### config.mk
export PLATFORM = sky130hd
export DESIGN_NAME = ps2_poll_ctrl_flat
export DESIGN_NICKNAME = d
export VERILOG_FILES = /design/src/rtl/ps2_poll_ctrl_pkg.sv /design/src/rtl/ps2_poll_ctrl_if.sv /design/src/rtl/ps2_evt_fifo.sv /design/src/rtl/ps2_poll_ctrl.sv /design/src/flat_wrapper.sv
export SDC_FILE = /design/constraint.sdc
export NUM_CORES = 1
export LEC_CHECK = 0
export CAP_MARGIN = 25
export CORE_ASPECT_RATIO = 1.75
export CORE_MARGIN = 2
export CORE_UTILIZATION = 47
export DETAILED_ROUTE_END_ITERATION = 8
export GPL_TIMING_DRIVEN = 0
export PLACE_DENSITY = 0.86
export SYNTH_ARGS = -nofsm -noshare
export SYNTH_HDL_FRONTEND = slang
export SYNTH_SLANG_ARGS = --single-unit
### constraint.sdc
create_clock -name clock -period 3.82 [get_ports clock]
set_input_delay 0.764 -clock clock [delete_from_list [all_inputs] [get_ports clock]]
set_output_delay 0.764 -clock clock [all_outputs]
set_load 0.02 [all_outputs]
### src/rtl/ps2_poll_ctrl_pkg.sv
// Shared types and constants for the PS/2 keyboard polling controller.
package ps2_poll_pkg;

  typedef enum logic [1:0] {
    ST_IDLE,
    ST_AR,
    ST_R
  } state_t;

  localparam logic [7:0] PS2_PFX_EXT = 8'hE0;
  localparam logic [7:0] PS2_PFX_BRK = 8'hF0;

  localparam logic [1:0] AXI_BURST_INCR   = 2'b01;
  localparam logic [2:0] AXI_SIZE_4B      = 3'b010;
  localparam int         AXI_RESP_ERR_BIT = 1;

  typedef struct packed {
    logic       ext;
    logic       brk;
    logic [7:0] code;
  } ps2_evt_t;

  localparam int PS2_EVT_W = $bits(ps2_evt_t);

endpackage

### src/rtl/ps2_poll_ctrl_if.sv
// AXI4 read-channel bundle between the poll controller and the keyboard slave.
interface ps2_poll_ctrl_if;
  logic        arvalid;
  logic        arready;
  logic [31:0] araddr;
  logic [3:0]  arid;
  logic [7:0]  arlen;
  logic [2:0]  arsize;
  logic [1:0]  arburst;
  logic        rvalid;
  logic        rready;
  logic [63:0] rdata;
  logic [1:0]  rresp;
  logic        rlast;
  logic [3:0]  rid;

  modport master (
    output arvalid, araddr, arid, arlen, arsize, arburst, rready,
    input  arready, rvalid, rdata, rresp, rlast, rid
  );

  modport slave (
    input  arvalid, araddr, arid, arlen, arsize, arburst, rready,
    output arready, rvalid, rdata, rresp, rlast, rid
  );
endinterface

### src/rtl/ps2_evt_fifo.sv
// Small first-word-fall-through FIFO holding decoded key events.
module ps2_evt_fifo #(
  parameter int DEPTH = 4,
  parameter int WIDTH = 10
) (
  input  logic             clock,
  input  logic             reset,
  input  logic             push,
  input  logic [WIDTH-1:0] push_data,
  input  logic             pop,
  output logic [WIDTH-1:0] pop_data,
  output logic             full,
  output logic             empty
);

  localparam int AW = $clog2(DEPTH);

  logic [WIDTH-1:0] mem [DEPTH];
  logic [AW:0]      wr_ptr;
  logic [AW:0]      rd_ptr;
  logic             do_push;
  logic             do_pop;

  assign empty    = (wr_ptr == rd_ptr);
  assign full     = (wr_ptr[AW] != rd_ptr[AW]) && (wr_ptr[AW-1:0] == rd_ptr[AW-1:0]);
  assign do_push  = push && !full;
  assign do_pop   = pop && !empty;
  assign pop_data = empty ? '0 : mem[rd_ptr[AW-1:0]];

  // Storage array is written without reset; only the pointers define validity.
  always_ff @(posedge clock) begin
    if (do_push) mem[wr_ptr[AW-1:0]] <= push_data;
  end

  // Pointers wrap with one extra bit so full and empty are distinguishable.
  always_ff @(posedge clock or posedge reset) begin
    if (reset) begin
      wr_ptr <= '0;
      rd_ptr <= '0;
    end else begin
      if (do_push) wr_ptr <= wr_ptr + 1'b1;
      if (do_pop)  rd_ptr <= rd_ptr + 1'b1;
    end
  end

endmodule

### src/rtl/ps2_poll_ctrl.sv
// AXI4 read master that polls the PS/2 slave, decodes set-2 prefixes
// and queues complete key events for the consumer.
module ps2_poll_ctrl
  import ps2_poll_pkg::*;
#(
  parameter logic [31:0] BASE_ADDR   = 32'h1000_3000,
  parameter int          POLL_CYCLES = 1000,
  parameter int          FIFO_DEPTH  = 4,
  parameter logic [3:0]  ARID        = 4'd0
) (
  input  logic            clock,
  input  logic            reset,
  input  logic            enable,
  ps2_poll_ctrl_if.master io_master,
  output logic            evt_valid,
  input  logic            evt_ready,
  output logic [7:0]      evt_code,
  output logic            evt_break,
  output logic            evt_ext,
  output logic [7:0]      err_cnt
);

  localparam int TIMER_W = (POLL_CYCLES > 1) ? $clog2(POLL_CYCLES) : 1;
  localparam logic [TIMER_W-1:0] TIMER_RELOAD = TIMER_W'(POLL_CYCLES - 1);

  state_t               state, state_next;
  logic [TIMER_W-1:0]   timer, timer_next;
  logic                 drain, drain_next;
  logic                 ext_pend, ext_pend_next;
  logic                 brk_pend, brk_pend_next;
  logic [7:0]           err_q, err_next;
  logic                 push;
  ps2_evt_t             push_evt;
  ps2_evt_t             head_evt;
  logic                 fifo_full;
  logic                 fifo_empty;
  logic [7:0]           rbyte;
  logic                 unused_bits;

  assign rbyte = io_master.rdata[7:0];
  assign unused_bits = ^{io_master.rdata[63:8], io_master.rresp[0],
                         io_master.rlast, io_master.rid};

  assign io_master.araddr  = BASE_ADDR;
  assign io_master.arid    = ARID;
  assign io_master.arlen   = 8'd0;
  assign io_master.arsize  = AXI_SIZE_4B;
  assign io_master.arburst = AXI_BURST_INCR;

  // Controller state: FSM, poll timer, drain flag, prefix flags, error counter.
  always_ff @(posedge clock or posedge reset) begin
    if (reset) begin
      state    <= ST_IDLE;
      timer    <= TIMER_RELOAD;
      drain    <= 1'b0;
      ext_pend <= 1'b0;
      brk_pend <= 1'b0;
      err_q    <= 8'd0;
    end else begin
      state    <= state_next;
      timer    <= timer_next;
      drain    <= drain_next;
      ext_pend <= ext_pend_next;
      brk_pend <= brk_pend_next;
      err_q    <= err_next;
    end
  end

  // Poll sequencing and scan-byte decode; reads are only issued with FIFO room.
  always_comb begin
    state_next         = state;
    timer_next         = timer;
    drain_next         = drain;
    ext_pend_next      = ext_pend;
    brk_pend_next      = brk_pend;
    err_next           = err_q;
    push               = 1'b0;
    push_evt           = '0;
    io_master.arvalid  = 1'b0;
    io_master.rready   = 1'b0;
    case (state)
      ST_IDLE: begin
        if (enable && !fifo_full && (drain || timer == '0)) begin
          state_next = ST_AR;
        end else if (timer != '0) begin
          timer_next = timer - 1'b1;
        end
      end
      ST_AR: begin
        io_master.arvalid = 1'b1;
        if (io_master.arready) state_next = ST_R;
      end
      ST_R: begin
        io_master.rready = 1'b1;
        if (io_master.rvalid) begin
          state_next = ST_IDLE;
          if (io_master.rresp[AXI_RESP_ERR_BIT]) begin
            if (err_q != 8'hFF) err_next = err_q + 8'd1;
            drain_next = 1'b0;
            timer_next = TIMER_RELOAD;
          end else if (rbyte == 8'h00) begin
            drain_next = 1'b0;
            timer_next = TIMER_RELOAD;
          end else if (rbyte == PS2_PFX_EXT) begin
            ext_pend_next = 1'b1;
            drain_next    = 1'b1;
          end else if (rbyte == PS2_PFX_BRK) begin
            brk_pend_next = 1'b1;
            drain_next    = 1'b1;
          end else begin
            push          = 1'b1;
            push_evt.ext  = ext_pend;
            push_evt.brk  = brk_pend;
            push_evt.code = rbyte;
            ext_pend_next = 1'b0;
            brk_pend_next = 1'b0;
            drain_next    = 1'b1;
          end
        end
      end
      default: state_next = ST_IDLE;
    endcase
  end

  ps2_evt_fifo #(
    .DEPTH (FIFO_DEPTH),
    .WIDTH (PS2_EVT_W)
  ) u_fifo (
    .clock     (clock),
    .reset     (reset),
    .push      (push),
    .push_data (push_evt),
    .pop       (evt_valid && evt_ready),
    .pop_data  (head_evt),
    .full      (fifo_full),
    .empty     (fifo_empty)
  );

  assign evt_valid = !fifo_empty;
  assign evt_code  = head_evt.code;
  assign evt_break = head_evt.brk;
  assign evt_ext   = head_evt.ext;
  assign err_cnt   = err_q;

endmodule

### src/flat_wrapper.sv
// flat-port wrapper written by rule: the top's interface ports become plain ports
module ps2_poll_ctrl_flat import ps2_poll_pkg::*;
#(
  parameter logic [31:0] BASE_ADDR   = 32'h1000_3000,
  parameter int          POLL_CYCLES = 1000,
  parameter int          FIFO_DEPTH  = 4,
  parameter logic [3:0]  ARID        = 4'd0
)
  (clock, reset, enable, evt_valid, evt_ready, evt_code, evt_break, evt_ext, err_cnt, io_master_arvalid, io_master_araddr, io_master_arid, io_master_arlen, io_master_arsize, io_master_arburst, io_master_rready, io_master_arready, io_master_rvalid, io_master_rdata, io_master_rresp, io_master_rlast, io_master_rid);
  ps2_poll_ctrl_if io_master_i ();
  input  logic clock;
  input  logic reset;
  input  logic enable;
  output logic evt_valid;
  input  logic evt_ready;
  output logic [7:0] evt_code;
  output logic evt_break;
  output logic evt_ext;
  output logic [7:0] err_cnt;
  output wire logic [$bits(io_master_i.arvalid)-1:0] io_master_arvalid;
  output wire logic [$bits(io_master_i.araddr)-1:0] io_master_araddr;
  output wire logic [$bits(io_master_i.arid)-1:0] io_master_arid;
  output wire logic [$bits(io_master_i.arlen)-1:0] io_master_arlen;
  output wire logic [$bits(io_master_i.arsize)-1:0] io_master_arsize;
  output wire logic [$bits(io_master_i.arburst)-1:0] io_master_arburst;
  output wire logic [$bits(io_master_i.rready)-1:0] io_master_rready;
  input wire logic [$bits(io_master_i.arready)-1:0] io_master_arready;
  input wire logic [$bits(io_master_i.rvalid)-1:0] io_master_rvalid;
  input wire logic [$bits(io_master_i.rdata)-1:0] io_master_rdata;
  input wire logic [$bits(io_master_i.rresp)-1:0] io_master_rresp;
  input wire logic [$bits(io_master_i.rlast)-1:0] io_master_rlast;
  input wire logic [$bits(io_master_i.rid)-1:0] io_master_rid;
  assign io_master_arvalid = io_master_i.arvalid;
  assign io_master_araddr = io_master_i.araddr;
  assign io_master_arid = io_master_i.arid;
  assign io_master_arlen = io_master_i.arlen;
  assign io_master_arsize = io_master_i.arsize;
  assign io_master_arburst = io_master_i.arburst;
  assign io_master_rready = io_master_i.rready;
  assign io_master_i.arready = io_master_arready;
  assign io_master_i.rvalid = io_master_rvalid;
  assign io_master_i.rdata = io_master_rdata;
  assign io_master_i.rresp = io_master_rresp;
  assign io_master_i.rlast = io_master_rlast;
  assign io_master_i.rid = io_master_rid;
  ps2_poll_ctrl #(.BASE_ADDR(BASE_ADDR), .POLL_CYCLES(POLL_CYCLES), .FIFO_DEPTH(FIFO_DEPTH), .ARID(ARID)) u_core (.clock(clock), .reset(reset), .enable(enable), .io_master(io_master_i), .evt_valid(evt_valid), .evt_ready(evt_ready), .evt_code(evt_code), .evt_break(evt_break), .evt_ext(evt_ext), .err_cnt(err_cnt));
endmodule
==> results.json <==
{
  "rrSetupSlack_ps": 1610,
  "path_clk_slew_ps": 50,
  "power_density_nw_per_um2": 698.2,
  "yosysWarnings": 0,
  "die_w_um": 70.58,
  "synth_edf_count": 40,
  "criticalPathCategory": "reg -> out",
  "place.gp.congestion": 0.8057,
  "cts_resized": 0,
  "final_util_pct": 61.39,
  "leakage_nw": 1.972,
  "crit_path_max_fanout": 10,
  "vias": 2309,
  "slowest_delay_ps": 610,
  "dpl.cell_count": 454,
  "coreArea_um2": 7567,
  "min_from": "u_core.u_fifo.wr_ptr[2]",
  "grt.total_usage_pct": 16.88,
  "dr.pass1.iters": 4,
  "dp_slack_ps": 827.7,
  "n_fill_cell": 597,
  "hpwlAfterDp_mm": 5.142,
  "slew_violations": 0,
  "most-common-layout-cells": "buf_4 (51), conb_1 (49), edfxtp_1 (40)",
  "first_iter_violations": 112,
  "min_period_ps": 3251,
  "startpoint_type": "register",
  "grt_max_degree": 23,
  "clock_skew_ps": 2.951,
  "worst_slack_ps": 569.0,
  "syn_avg_cell_area_um2": 12.88,
  "ant_nets": 0,
  "cts_max_path_buffers": 2,
  "rows": 42,
  "finalInstanceArea_um2": 4646,
  "root_buffer": "clkbuf_16",
  "post-route-period-util_pct": 85.11,
  "synth_cells": 283,
  "arrival_ps": 2490,
  "finalSetupViolations": 0,
  "placed_area_um2": 4310,
  "crit_start": "u_core.u_fifo.wr_ptr[1]",
  "synthArstFlopShare_pct": 42.03,
  "worst_setup_path_end_kind": "output pin",
  "die_area_um2": 8506,
  "seq_area_frac_synth_pct": 53.12,
  "route.detailed.drc": 0,
  "cts_hold_buf": 0,
  "stdcell_count": 470,
  "ir_drop_uv": 428.3,
  "synth_ff_type": "edfxtp_1",
  "wl_per_cell_um": 14.42,
  "finalHoldViolCount": 0,
  "worst_pin_slew_ps": 838.4,
  "hold_class": "reg -> reg",
  "clkSinkCount": 69,
  "worstReg2RegStart": "u_core.state[0]",
  "grt_pass1_wl_mm": 11.01,
  "power_mw": 3.244,
  "postCtsSetupBuffers": 0,
  "grt_overflow": 0,
  "via_per_inst": 4.913,
  "synth_seq_cells": 69,
  "synth_area_um2": 3646,
  "cts_tree": "built",
  "slew_headroom_pct": 43.87,
  "synth_cell_type_count": 47,
  "critPathSlowestCell": "clkdlybuf4s50_1",
  "routed_wl_mm": 6.778,
  "fmax_mhz": 307.6,
  "layout_commonest_cell": "buf_4",
  "htree_levels": 3,
  "n_antenna_cell": 0,
  "finalNetCount": 462,
  "timing.hold.ws_ps": 494.1,
  "ioPinCount": 147,
  "antenna_found_initial": 0,
  "die_h_um": 120.5,
  "fin_setup_tns_ps": 0,
  "crit_chain": "xor2_1 -> or3b_1 -> clkbuf_1 -> and2_1 -> clkdlybuf4s50_1",
  "worstPathRequired_ps": 3060,
  "grt_pass1_vias": 2299,
  "io_buffers": 35,
  "max_cap_violations": 0,
  "outcome": "finished clean",
  "clk_latency_ps": 330,
  "initial_core_util_pct": 48.18,
  "rsz0062_at_grt": "false",
  "drive_gt1_share_pct": 26.44,
  "syn2layout_area_growth_pct": 27.42,
  "numCtsBuffers": 9
}
-- sequential cells by signal, summed over array words and instances (netlist names), 2 cells and up --
signal and count:
u_core.u_fifo.mem 40, u_core.u_fifo.rd_ptr 3, u_core.u_fifo.wr_ptr 3, u_core.err_cnt 8, u_core.state 2, u_core.timer 10
-- worst paths after layout --
path                            cells past startpoint                       to
max in group asynchronous                           3          u_core.timer[6]
min in group asynchronous                           2  u_core.u_fifo.rd_ptr[1]
worst min register to register                      1  u_core.u_fifo.wr_ptr[2]
worst max register to register                      5  u_core.u_fifo.mem[1][1]
worst max-delay path                                5                evt_break
worst min-delay path                                1  u_core.u_fifo.wr_ptr[2]
-- worst max-delay path: cells and delay by family (launching register included) --
kind	cells	cell delay, ps
buf+inv	2	930
simple gates	2	430
flops	1	440
xor+xnor	1	360
-- where the power goes --
part           switching (mW)  internal (mW)  total, mW
clock                   0.299          0.607      0.906
sequential              0.151          0.953       1.10
combinational           0.634          0.599       1.23
total                    1.08           2.16       3.24
-- Yosys cell counts, drive strengths merged, types with 3 or more instances --
cell,instances,area share (%)
xor2,7,1.7
dfrtp,21,14
nor2b,3,0.51
and3,3,0.51
mux2i,6,1.6
buf,52,11
o21ai,4,0.55
mux4,10,6.2
nor2,10,1.0
edfxtp,40,33
xnor2,7,1.7
inv,9,0.93
nand3,10,1.4
and2,22,3.8
o22ai,3,0.51
nand2,5,0.51
nor4,7,2.1
a21oi,8,1.1
nor3,7,1.2
ha,8,2.7
a31oi,5,0.86
mux2,3,0.93
dfstp,8,5.8
-- kinds of logic after synthesis --
kind of cell	after synthesis	share of synthesized area [%]
mux	19	8.751
other cells	2	0.2060
fa+ha+maj	8	2.745
buf+inv	63	11.77
compound gates	28	5.492
xor+xnor	14	3.363
simple gates	80	14.55
flops	69	53.12
-- metal layers --
| metal | wire length, um | track usage, % | vias up |
|---|---|---|---|
| li1 | - | - | 1113 |
| met1 | 2393 | 17.55 | 1087 |
| met2 | 3826 | 31.31 | 97 |
| met3 | 441 | 5.167 | 12 |
| met4 | 115 | 6.250 | 0 |
| met5 | 0 | 0 | - |
-- final cells by class --
type	instances	area, um2	share of cell area (%)
inverter	9	33.78	0.7272
multi-input combinational	198	1456	31.35
clock inverter	5	82.58	1.778
timing repair buffer	36	377.9	8.134
tap	88	110.1	2.370
buffer	54	395.4	8.511
clock buffer	11	252.7	5.440
sequential	69	1937	41.69
Power figures use the tool's default switching activity.
